<file path="src/rtl/mem_test_pkg.sv">
// Shared types and constants for the memory write pattern generator:
// FSM states, addressing modes and the LFSR polynomial.
package mem_test_pkg;

   typedef enum logic [2:0] {
      ST_IDLE   = 3'd0,
      ST_ISSUE  = 3'd1,
      ST_STREAM = 3'd2,
      ST_WAIT   = 3'd3,
      ST_NEXT   = 3'd4,
      ST_DONE   = 3'd5
   } state_e;

   typedef enum logic [1:0] {
      MODE_STRIDE = 2'd0,
      MODE_RANDOM = 2'd1,
      MODE_FIXED  = 2'd2,
      MODE_RSVD   = 2'd3
   } mode_e;

   // x^32 + x^22 + x^2 + x + 1, expressed as state bits 31, 21, 1 and 0
   localparam logic [31:0] LFSR_TAPS    = 32'h8020_0003;
   localparam logic [31:0] DEFAULT_SEED = 32'h0000_0001;

   function automatic logic [31:0] lfsr_advance(input logic [31:0] s);
      return {s[30:0], ^(s & LFSR_TAPS)};
   endfunction

endpackage

</file>
<file path="src/rtl/mem_test_lfsr.sv">
// 32-bit Fibonacci LFSR with seed load and step enable; exposes the value
// the register takes on its next step so callers can use it in the same cycle.
module mem_test_lfsr
   import mem_test_pkg::*;
(
   input  logic        clk,
   input  logic        srst,
   input  logic        load,
   input  logic [31:0] seed,
   input  logic        step,
   output logic [31:0] step_value
);

   logic [31:0] state_reg;

   assign step_value = lfsr_advance(state_reg);

   // An all-zero seed would lock the LFSR, so it is swapped for the default
   always_ff @(posedge clk) begin
      if (srst) begin
         state_reg <= DEFAULT_SEED;
      end else if (load) begin
         state_reg <= (seed == 32'd0) ? DEFAULT_SEED : seed;
      end else if (step) begin
         state_reg <= step_value;
      end
   end

endmodule

</file>
<file path="src/rtl/mem_write_pattern_gen.sv">
// Issues a sequence of write commands to a write master and streams a
// counting data pattern for each, walking the address window by mode.
module mem_write_pattern_gen
   import mem_test_pkg::*;
#(
   parameter int C_M_AXI_ADDR_WIDTH = 64,
   parameter int C_M_AXI_DATA_WIDTH = 512,
   parameter int C_XFER_SIZE_WIDTH  = 32,
   parameter int MEM_ADDR_SIZE      = 32
)
(
   input  logic                          aclk,
   input  logic                          areset,
   input  logic                          ap_start,
   output logic                          ap_done,
   input  logic [C_M_AXI_ADDR_WIDTH-1:0] ctrl_addr_offset,
   input  logic [1:0]                    ctrl_mode,
   input  logic [MEM_ADDR_SIZE-1:0]      addr_increment,
   input  logic [MEM_ADDR_SIZE-1:0]      mem_max_addr,
   input  logic [C_XFER_SIZE_WIDTH-1:0]  ctrl_xfer_bytes,
   input  logic [C_XFER_SIZE_WIDTH-1:0]  ctrl_num_xfers,
   input  logic [31:0]                   ctrl_constant,
   input  logic [31:0]                   ctrl_seed,
   output logic                          write_out_data,
   output logic [C_M_AXI_ADDR_WIDTH-1:0] write_addr,
   output logic [C_XFER_SIZE_WIDTH-1:0]  out_data_size,
   input  logic                          write_done,
   output logic                          out_data_valid,
   input  logic                          out_data_ready,
   output logic [C_M_AXI_DATA_WIDTH-1:0] out_data,
   output logic [C_XFER_SIZE_WIDTH-1:0]  xfer_count
);

   localparam int DW_BYTES   = C_M_AXI_DATA_WIDTH / 8;
   localparam int LANES      = C_M_AXI_DATA_WIDTH / 32;
   localparam int BEAT_SHIFT = $clog2(DW_BYTES);
   localparam int XW         = C_XFER_SIZE_WIDTH;
   localparam int MW         = MEM_ADDR_SIZE;
   localparam int SUM_W      = ((MW > XW) ? MW : XW) + 2;

   state_e              state_reg, state_next;
   mode_e               mode_reg;
   logic [C_M_AXI_ADDR_WIDTH-1:0] base_reg;
   logic [MW-1:0]       inc_reg, max_reg, offset_reg, offset_next;
   logic [XW-1:0]       xfer_bytes_reg, num_xfers_reg, beats_reg, beat_cnt_reg, count_reg;
   logic [31:0]         constant_reg, beat_idx_reg, beat_base;
   logic                done_flag_reg;
   logic                start_accept, beat_fire, last_beat, last_xfer, lfsr_step;
   logic [31:0]         lfsr_step_value;
   logic [XW:0]         beats_round;
   logic [SUM_W-1:0]    stride_sum;
   logic                stride_wrap;
   logic [MW-1:0]       random_offset;

   assign start_accept = (state_reg == ST_IDLE) && ap_start;
   assign beat_fire    = out_data_valid && out_data_ready;
   assign last_beat    = (beat_cnt_reg == beats_reg - XW'(1));
   assign last_xfer    = (count_reg + XW'(1) == num_xfers_reg);
   assign beats_round  = {1'b0, ctrl_xfer_bytes} + (XW+1)'(DW_BYTES - 1);
   assign lfsr_step    = (state_reg == ST_NEXT) && (mode_reg == MODE_RANDOM);

   mem_test_lfsr u_lfsr (
      .clk        (aclk),
      .srst       (areset),
      .load       (start_accept),
      .seed       (ctrl_seed),
      .step       (lfsr_step),
      .step_value (lfsr_step_value)
   );

   always_ff @(posedge aclk) begin
      if (areset) begin
         state_reg <= ST_IDLE;
      end else begin
         state_reg <= state_next;
      end
   end

   always_comb begin
      state_next = state_reg;
      case (state_reg)
         ST_IDLE:   if (ap_start) state_next = (ctrl_num_xfers == '0) ? ST_DONE : ST_ISSUE;
         ST_ISSUE:  state_next = (beats_reg == '0) ? ST_WAIT : ST_STREAM;
         ST_STREAM: if (beat_fire && last_beat) state_next = ST_WAIT;
         ST_WAIT:   if (done_flag_reg) state_next = ST_NEXT;
         ST_NEXT:   state_next = last_xfer ? ST_DONE : ST_ISSUE;
         ST_DONE:   state_next = ST_IDLE;
         default:   state_next = ST_IDLE;
      endcase
   end

   always_comb begin
      write_out_data = 1'b0;
      out_data_valid = 1'b0;
      ap_done        = 1'b0;
      case (state_reg)
         ST_ISSUE:  write_out_data = 1'b1;
         ST_STREAM: out_data_valid = 1'b1;
         ST_DONE:   ap_done        = 1'b1;
         default:   ;
      endcase
   end

   // Sums are widened past both operand widths so the wrap test cannot overflow
   assign stride_sum    = SUM_W'(offset_reg) + SUM_W'(inc_reg);
   assign stride_wrap   = (stride_sum + SUM_W'(xfer_bytes_reg)) > SUM_W'(max_reg);
   assign random_offset = MW'(lfsr_step_value) & (max_reg - MW'(1)) & ~MW'(DW_BYTES - 1);

   always_comb begin
      offset_next = offset_reg;
      case (mode_reg)
         MODE_RANDOM: offset_next = random_offset;
         MODE_FIXED:  offset_next = offset_reg;
         default:     offset_next = stride_wrap ? '0 : stride_sum[MW-1:0];
      endcase
   end

   always_ff @(posedge aclk) begin
      if (areset) begin
         mode_reg       <= MODE_STRIDE;
         base_reg       <= '0;
         inc_reg        <= '0;
         max_reg        <= '0;
         offset_reg     <= '0;
         xfer_bytes_reg <= '0;
         num_xfers_reg  <= '0;
         beats_reg      <= '0;
         beat_cnt_reg   <= '0;
         count_reg      <= '0;
         constant_reg   <= '0;
         beat_idx_reg   <= '0;
         done_flag_reg  <= 1'b0;
      end else if (start_accept) begin
         mode_reg       <= (ctrl_mode == 2'd3) ? MODE_STRIDE : mode_e'(ctrl_mode);
         base_reg       <= ctrl_addr_offset;
         inc_reg        <= addr_increment;
         max_reg        <= mem_max_addr;
         offset_reg     <= '0;
         xfer_bytes_reg <= ctrl_xfer_bytes;
         num_xfers_reg  <= ctrl_num_xfers;
         beats_reg      <= XW'(beats_round >> BEAT_SHIFT);
         beat_cnt_reg   <= '0;
         count_reg      <= '0;
         constant_reg   <= ctrl_constant;
         beat_idx_reg   <= '0;
         done_flag_reg  <= 1'b0;
      end else begin
         // A done that lands while streaming is held until WAIT consumes it
         if ((state_reg == ST_WAIT) && done_flag_reg) begin
            done_flag_reg <= 1'b0;
         end else if (write_done && (state_reg != ST_IDLE)) begin
            done_flag_reg <= 1'b1;
         end
         if (state_reg == ST_ISSUE) begin
            beat_cnt_reg <= '0;
         end else if (beat_fire) begin
            beat_cnt_reg <= beat_cnt_reg + XW'(1);
         end
         if (beat_fire) begin
            beat_idx_reg <= beat_idx_reg + 32'd1;
         end
         if (state_reg == ST_NEXT) begin
            count_reg  <= count_reg + XW'(1);
            offset_reg <= offset_next;
         end
      end
   end

   assign write_addr    = base_reg + C_M_AXI_ADDR_WIDTH'(offset_reg);
   assign out_data_size = xfer_bytes_reg;
   assign xfer_count    = count_reg;
   assign beat_base     = constant_reg + beat_idx_reg * 32'(LANES);

   genvar gi;
   generate
      for (gi = 0; gi < LANES; gi++) begin : g_lane
         assign out_data[gi*32 +: 32] = out_data_valid ? (beat_base + 32'(gi)) : 32'd0;
      end
   endgenerate

endmodule
</file>
<file path="config.mk">
export PLATFORM = sky130hd
export DESIGN_NAME = mem_write_pattern_gen
export DESIGN_NICKNAME = d
export VERILOG_FILES = /design/src/rtl/mem_test_pkg.sv /design/src/rtl/mem_test_lfsr.sv /design/src/rtl/mem_write_pattern_gen.sv
export SDC_FILE = /design/constraint.sdc
export NUM_CORES = 2
export LEC_CHECK = 0
export ABC_AREA = 1
export CAP_MARGIN = 10
export CORE_AREA = 2 2 349 351
export DETAILED_ROUTE_END_ITERATION = 8
export DIE_AREA = 0 0 351 353
export GPL_TIMING_DRIVEN = 0
export REMOVE_ABC_BUFFERS = 1
export SYNTH_ARGS = -nofsm -noshare
export SYNTH_HDL_FRONTEND = slang
export SYNTH_SLANG_ARGS = --single-unit
export TNS_END_PERCENT = 20
</file>
<file path="constraint.sdc">
create_clock -name aclk -period 4.94 [get_ports aclk]
set_input_delay 0.988 -clock aclk [delete_from_list [all_inputs] [get_ports aclk]]
set_output_delay 0.988 -clock aclk [all_outputs]
set_load 0.01 [all_outputs]
</file>
# Yosys cells after proc, flatten, opt, wreduce, memory -nomap -nowiden
# Index checks and enable logic that the tools add are counted.
[op_classes]
add_sub_neg = 25
n_lt_le_gt_ge = 1
eq_ne = 13
n_mux = 32
n_bitwise = 2
n_reduce_logical = 18
[op_table]
columns = ["cell", "count"]
rows = [
  ["$mux W32", 20],
  ["$add A32 B4 Y32 const B", 8],
  ["$add A32 B1 Y32 const B", 4],
  ["$add A32 B3 Y32 const B", 4],
  ["$logic_not A32 Y1", 3],
  ["$add A32 B2 Y32 const B", 2],
  ["$add A64 B32 Y64", 1],
  ["$eq A32 B32 Y1", 2],
  ["$pmux W32 S2", 1],
  ["$add A33 B32 Y34", 1],
  ["$gt A34 B32 Y1", 1],
  ["$add A32 B32 Y33", 1],
  ["$add A32 B6 Y33 const B", 1],
  ["$add A32 B32 Y32", 1],
  ["$and A32 B32 Y32", 1],
  ["$reduce_xor A32 Y1", 1],
  ["$sub A32 B1 Y32 const B", 1],
  ["$sub A27 B1 Y28 const B", 1],
  ["$mux W3", 5],
  ["$pmux W3 S5", 1],
  ["$eq A3 B2 Y1 const B", 2],
  ["$eq A3 B3 Y1 const B", 2],
  ["$logic_and A1 B1 Y1", 6],
  ["$ne A2 B2 Y1 const B", 3],
  ["other kinds (13)", 18],
]
[totals]
reg_bits = 417
input_bits = 263
out_inout_bits = 643
word_cells = 106

# Longest topological paths before layout
[logic_depth]
depth_word = 6
depth_mapped = 37
mapped_depth_nobuf = 36

# Hierarchy
# A second synthesis with hierarchy kept.
[unflattened]
hier_cells = 6304
hier_area_um2 = 37199.4
[modules_own_cells]
columns = ["mod", "instances", "cells_each", "area_per_inst_um2", "seq_area_each_um2"]
rows = [
  ["mem_write_pattern_gen", 1, 6046, 35405.2, 7627.3],
  ["mem_test_lfsr", 1, 258, 1794.2, 640.6],
]

# Worst setup path after synthesis
# Ideal clock, no wire load.
[synth_path]
kind = "register to register"
start = "reg offset_reg[0]"
end = "reg offset_reg[1]"
setup_time_ns = 0.070
t_arrival_ns = 4.757
required_time_ns = 4.870
setup_slack_ns = 0.113
stages_incl_launch_ff = 33
n_path_buf = 1
period_less_slack_ns = 4.827
path_cell_list = "dfxtp_1 -> ha_1 -> inv_1 -> fa_1 -> nand3b_1 -> nand2_1 -> a21oi_1 -> o21ai_0 -> nand2_1 -> nand2_1 -> xor2_1 -> ha_1 -> a21oi_1 -> o21ai_0 -> a21oi_1 -> nand3_1 -> nand2_1 -> nand2_1 -> a21boi_0 -> xnor2_1 -> ha_1 -> a21oi_1 -> nor2_1 -> nor4_1 -> nand2_1 -> nand2_1 -> nand2_1 -> nand2_1 -> nand2_1 -> nand2_1 -> clkbuf_1 -> nand4_1 -> a21oi_1"
[synth_via]
elab_chain_cells = 5
[synth_lines]
columns = ["element", "line", "rtl"]
rows = [
  ["start: declaration", "mem_write_pattern_gen.sv:44", "logic [MW-1:0] inc_reg, max_reg, offset_reg, offset_next;"],
  ["start signal: assignment", "mem_write_pattern_gen.sv:164", "offset_reg <= offset_next;"],
  ["$add A32 B32 Y33 *", "mem_write_pattern_gen.sv:105", "assign stride_sum = SUM_W'(offset_reg) + SUM_W'(inc_reg);"],
  ["$add A33 B32 Y34", "mem_write_pattern_gen.sv:106", "assign stride_wrap = (stride_sum + SUM_W'(xfer_bytes_reg)) > SUM_W'(max_reg);"],
  ["$gt A34 B32 Y1", "mem_write_pattern_gen.sv:106", ""],
  ["$mux W32 *", "mem_write_pattern_gen.sv:114", "default: offset_next = stride_wrap ? '0 : stride_sum[MW-1:0];"],
  ["$pmux W32 S2 *", "mem_write_pattern_gen.sv:111", "case (mode_reg)"],
]
# Every way passes the cells marked *; elsewhere a longest branch is shown, timed or not.
# A chain may end at the register's enable or synchronous reset.

# Worst setup path in the final report
[layout_path]
start = "reg offset_reg[0]"
end = "reg offset_reg[31]"
# The elaborated chain is that of the path after synthesis.

==> flow_summary.toml <==
[critical_path]
cp_slowest_cell = "dfxtp_4"
crit_path_start = "offset_reg[0]$_SDFFE_PP0P_"
crit_family = "simple AND/OR/NAND/NOR gates"
crit_path_start_kind = "register"
ff2ff_path_depth = 34
crit_fanout = 8
crit_required_ns = 5.51
crit_path_end = "offset_reg[31]$_SDFFE_PP0P_"
end_kind = "register"
path_buf_inv = 6
r2r-end = "offset_reg[31]$_SDFFE_PP0P_"
worst_ep_arrival_time_ns = 5.81
cpPeakStageDelay_ns = 0.34
critPathKind = "register to register"
worstSetupPathDepth = 34
reg2reg_slack_ns = -0.31
cpMostUsedCell = "nand2_1"
regToRegStartpoint = "offset_reg[0]$_SDFFE_PP0P_"

[die]
die_h_um = 353
core_area_um2 = 120600
dieArea_um2 = 123900
start_util = 0.3072
fp-row-count = 128
num_io_pins = 906
die_x_um = 351

[clock_tree]
cts_tree = "done"
cts_buffers = 53
insertion_delay_ns = 0.65
path_clk_slew_ns = 0.06
cts.sinks = 413
cts_buffer_depth = 3
h-tree-depth = 2
cts-root-buf = "clkbuf_16"
ctsHoldBuffers = 0

[timing]
setup_slack_ns = -0.3056
worstMarginPinSlew_ns = 1.140
drv_slew = 0
setup_violations = 52
fmax_mhz = 190.6
maxSlewHeadroom = 0.2391
finalCritPeriodShare = 1.062
grt_setup_unrepaired = "true"
post-route-min-period_ns = 5.246
hold_viol = 0
skew_ns = 0.02166

[layout]
drive_above_1_share = 0.1478
syn_to_final_growth_pct = 48.29
largest_register_ffs = 64
final_util = 0.4555
final_nets = 7653

[pwr]
p_sw_frac = 0.4596
clockPowerShare = 0.234
seqPwrFrac = 0.246
power.switching_mw = 8.524
p_int_mw = 10.02
p_total_mw = 18.55
comb_power_share = 0.521
power_density_nw_per_um2 = 337.6
p_leak_nw = 26.75
max-vdd-ir-drop_mv = 0.2609

[global_routing]
grt_pass1_vias = 42970
antenna_found_initial = 31
overflow = 0
grt_pass1_wl_mm = 282.7
track_usage = 0.3041
grt_max_degree = 131

[synth]
synth_top_area_frac = 0.2232
ys.flop_type = "dfxtp_1"
syn_avg_cell_area_um2 = 5.938
synthArstFlopShare = 0
yosysWarnings = 0
synth_area_um2 = 37040
synth-edff-count = 0
synthCells = 6238
ys_seq_area_frac = 0.2232
synth_top_cells_by_count = "nand2_1, inv_1, nor2_1, o21ai_0, dfxtp_1"
yosysTopAreaCell = "dfxtp_1"
synth-seq-cells = 413
ys_types = 63
synth_area_leaders = "dfxtp_1, nand2_1, inv_1"
yosysMostFrequentCell = "nand2_1"

[flow_run]
maxCapViolCount = 0

[place]
place_congestion = 0.9955
hpwlAfterDp_mm = 157.9
portBuffers = 905

[route]
wl_per_cell_um = 22.35
drt-total-wl_mm = 199.0
wl_met2_mm = 91.26
antenna_left = 0
first_iter_violations = 3922
wl_met1_mm = 77.52
dr.pass1.iters = 6
wl_met3_mm = 14.85
routed.top_layer = "met5"
via_per_inst = 5.234
drc_errors = 0
vias = 46610

[min_path]
hold_class = "register to register"

[outcome]
outcome = "complete, but fails checks"
violations = "setup timing"
worst min path at each step:
stage / start / endpoint / cells after the start
finish: num_xfers_reg[30]$_SDFFE_PP0P_ / num_xfers_reg[30]$_SDFFE_PP0P_ / 2
global route: num_xfers_reg[30]$_SDFFE_PP0P_ / num_xfers_reg[30]$_SDFFE_PP0P_ / 2
CTS: num_xfers_reg[30]$_SDFFE_PP0P_ / num_xfers_reg[30]$_SDFFE_PP0P_ / 2
detailed placement: num_xfers_reg[30]$_SDFFE_PP0P_ / num_xfers_reg[30]$_SDFFE_PP0P_ / 2
global placement: num_xfers_reg[30]$_SDFFE_PP0P_ / num_xfers_reg[30]$_SDFFE_PP0P_ / 2
floorplan: num_xfers_reg[30]$_SDFFE_PP0P_ / num_xfers_reg[30]$_SDFFE_PP0P_ / 2
metrics by stage:
step | hold WS (ns) | setup slack (ns) | area (um2) | cells | TNS (ns)
floorplan | 0.4385 | -9.496 | 35970 | 6003 | -2211.85
global placement | 0.4541 | -22.98 | 47060 | 8533 | -6617.94
detailed placement | 0.4558 | -2.029 | 47560 | 8554 | -458.83
CTS | 0.4671 | -0.2606 | 53160 | 8823 | -26.13
global route | 0.4927 | -0.5890 | 54910 | 8896 | -27.29
finish | 0.4667 | -0.3056 | 54930 | 8905 | -8.320
power groups by stage:
stage	registers (mW)	logic [mW]	clock network [mW]
finish	4.56	9.66	4.33
global route	4.61	10.4	4.54
floorplan	4.30	4.71	0
CTS	4.53	9.31	4.43
global placement	4.56	8.47	0
detailed placement	4.56	8.51	0
worst min-delay path, delay by kind of cell (launching register included):
kind / cells / cell delay, ns
flops: 1 / 0.32
simple gates: 2 / 0.10
placed cells by master (no fill, tap or decap), types with 51 or more instances in the layout:
cell | synthesis | routed
nand4_1 | 165 | 165
a22o_1 | 108 | 108
buf_4 | 43 | 174
xor2_1 | 155 | 137
nor2_4 | 14 | 122
a21oi_1 | 383 | 335
nand2_1 | 1465 | 1372
nand3_1 | 276 | 249
nor2_1 | 764 | 611
o21ai_1 | 64 | 102
o21ai_0 | 551 | 478
ha_1 | 174 | 131
clkdlybuf4s50_1 | 0 | 638
nor2_2 | 20 | 70
dfxtp_1 | 413 | 395
clkbuf_16 | 0 | 55
clkbuf_2 | 0 | 51
dlymetal6s2s_1 | 0 | 111
inv_1 | 925 | 883
nand2_2 | 20 | 57
nor3_1 | 147 | 136
dlygate4sd2_1 | 0 | 52
timing repair:
action                                  CTS  global route
pin swaps                               120            90
setup buffers                           158            55
resized for setup                       794           636
cloned                                   13             2
endpoints found under the setup margin  659           449
kinds of logic (layout without fill, tap and decap cells):
group | after synthesis | in the layout | synth area share
buffers and inverters | 1200 | 2207 | 0.1269
other | 0 | 25 | 0
multiplexers | 1 | 1 | 0.0002702
AO/OA/AOI/OAI | 1288 | 1288 | 0.1978
flip-flops | 413 | 413 | 0.2232
AND/OR/NAND/NOR | 2940 | 2950 | 0.3360
adder cells (fa/ha/maj) | 178 | 178 | 0.06093
XOR/XNOR | 218 | 218 | 0.05495
area by class of cell:
| type | count | area [um2] |
|---|---|---|
| diodes | 25 | 62.56 |
| clock buffers | 71 | 1525 |
| clock inverters | 27 | 394.1 |
| fillers | 12660 | 65660 |
| inverters | 965 | 3749 |
| multi-input cells | 4635 | 27450 |
| flip-flops and latches | 413 | 8303 |
| well taps | 1625 | 2033 |
| repair buffers | 1142 | 11400 |
| repair inverters | 2 | 12.51 |
per-layer routing:
layer / global-route usage / vias to the layer above
met5: 0 / -
met4: 0.1997 / 10
met3: 0.05267 / 536
met2: 0.5011 / 2072
met1: 0.3620 / 21630
li1: - / 22360
No activity file was read; power rests on OpenSTA's default activity.
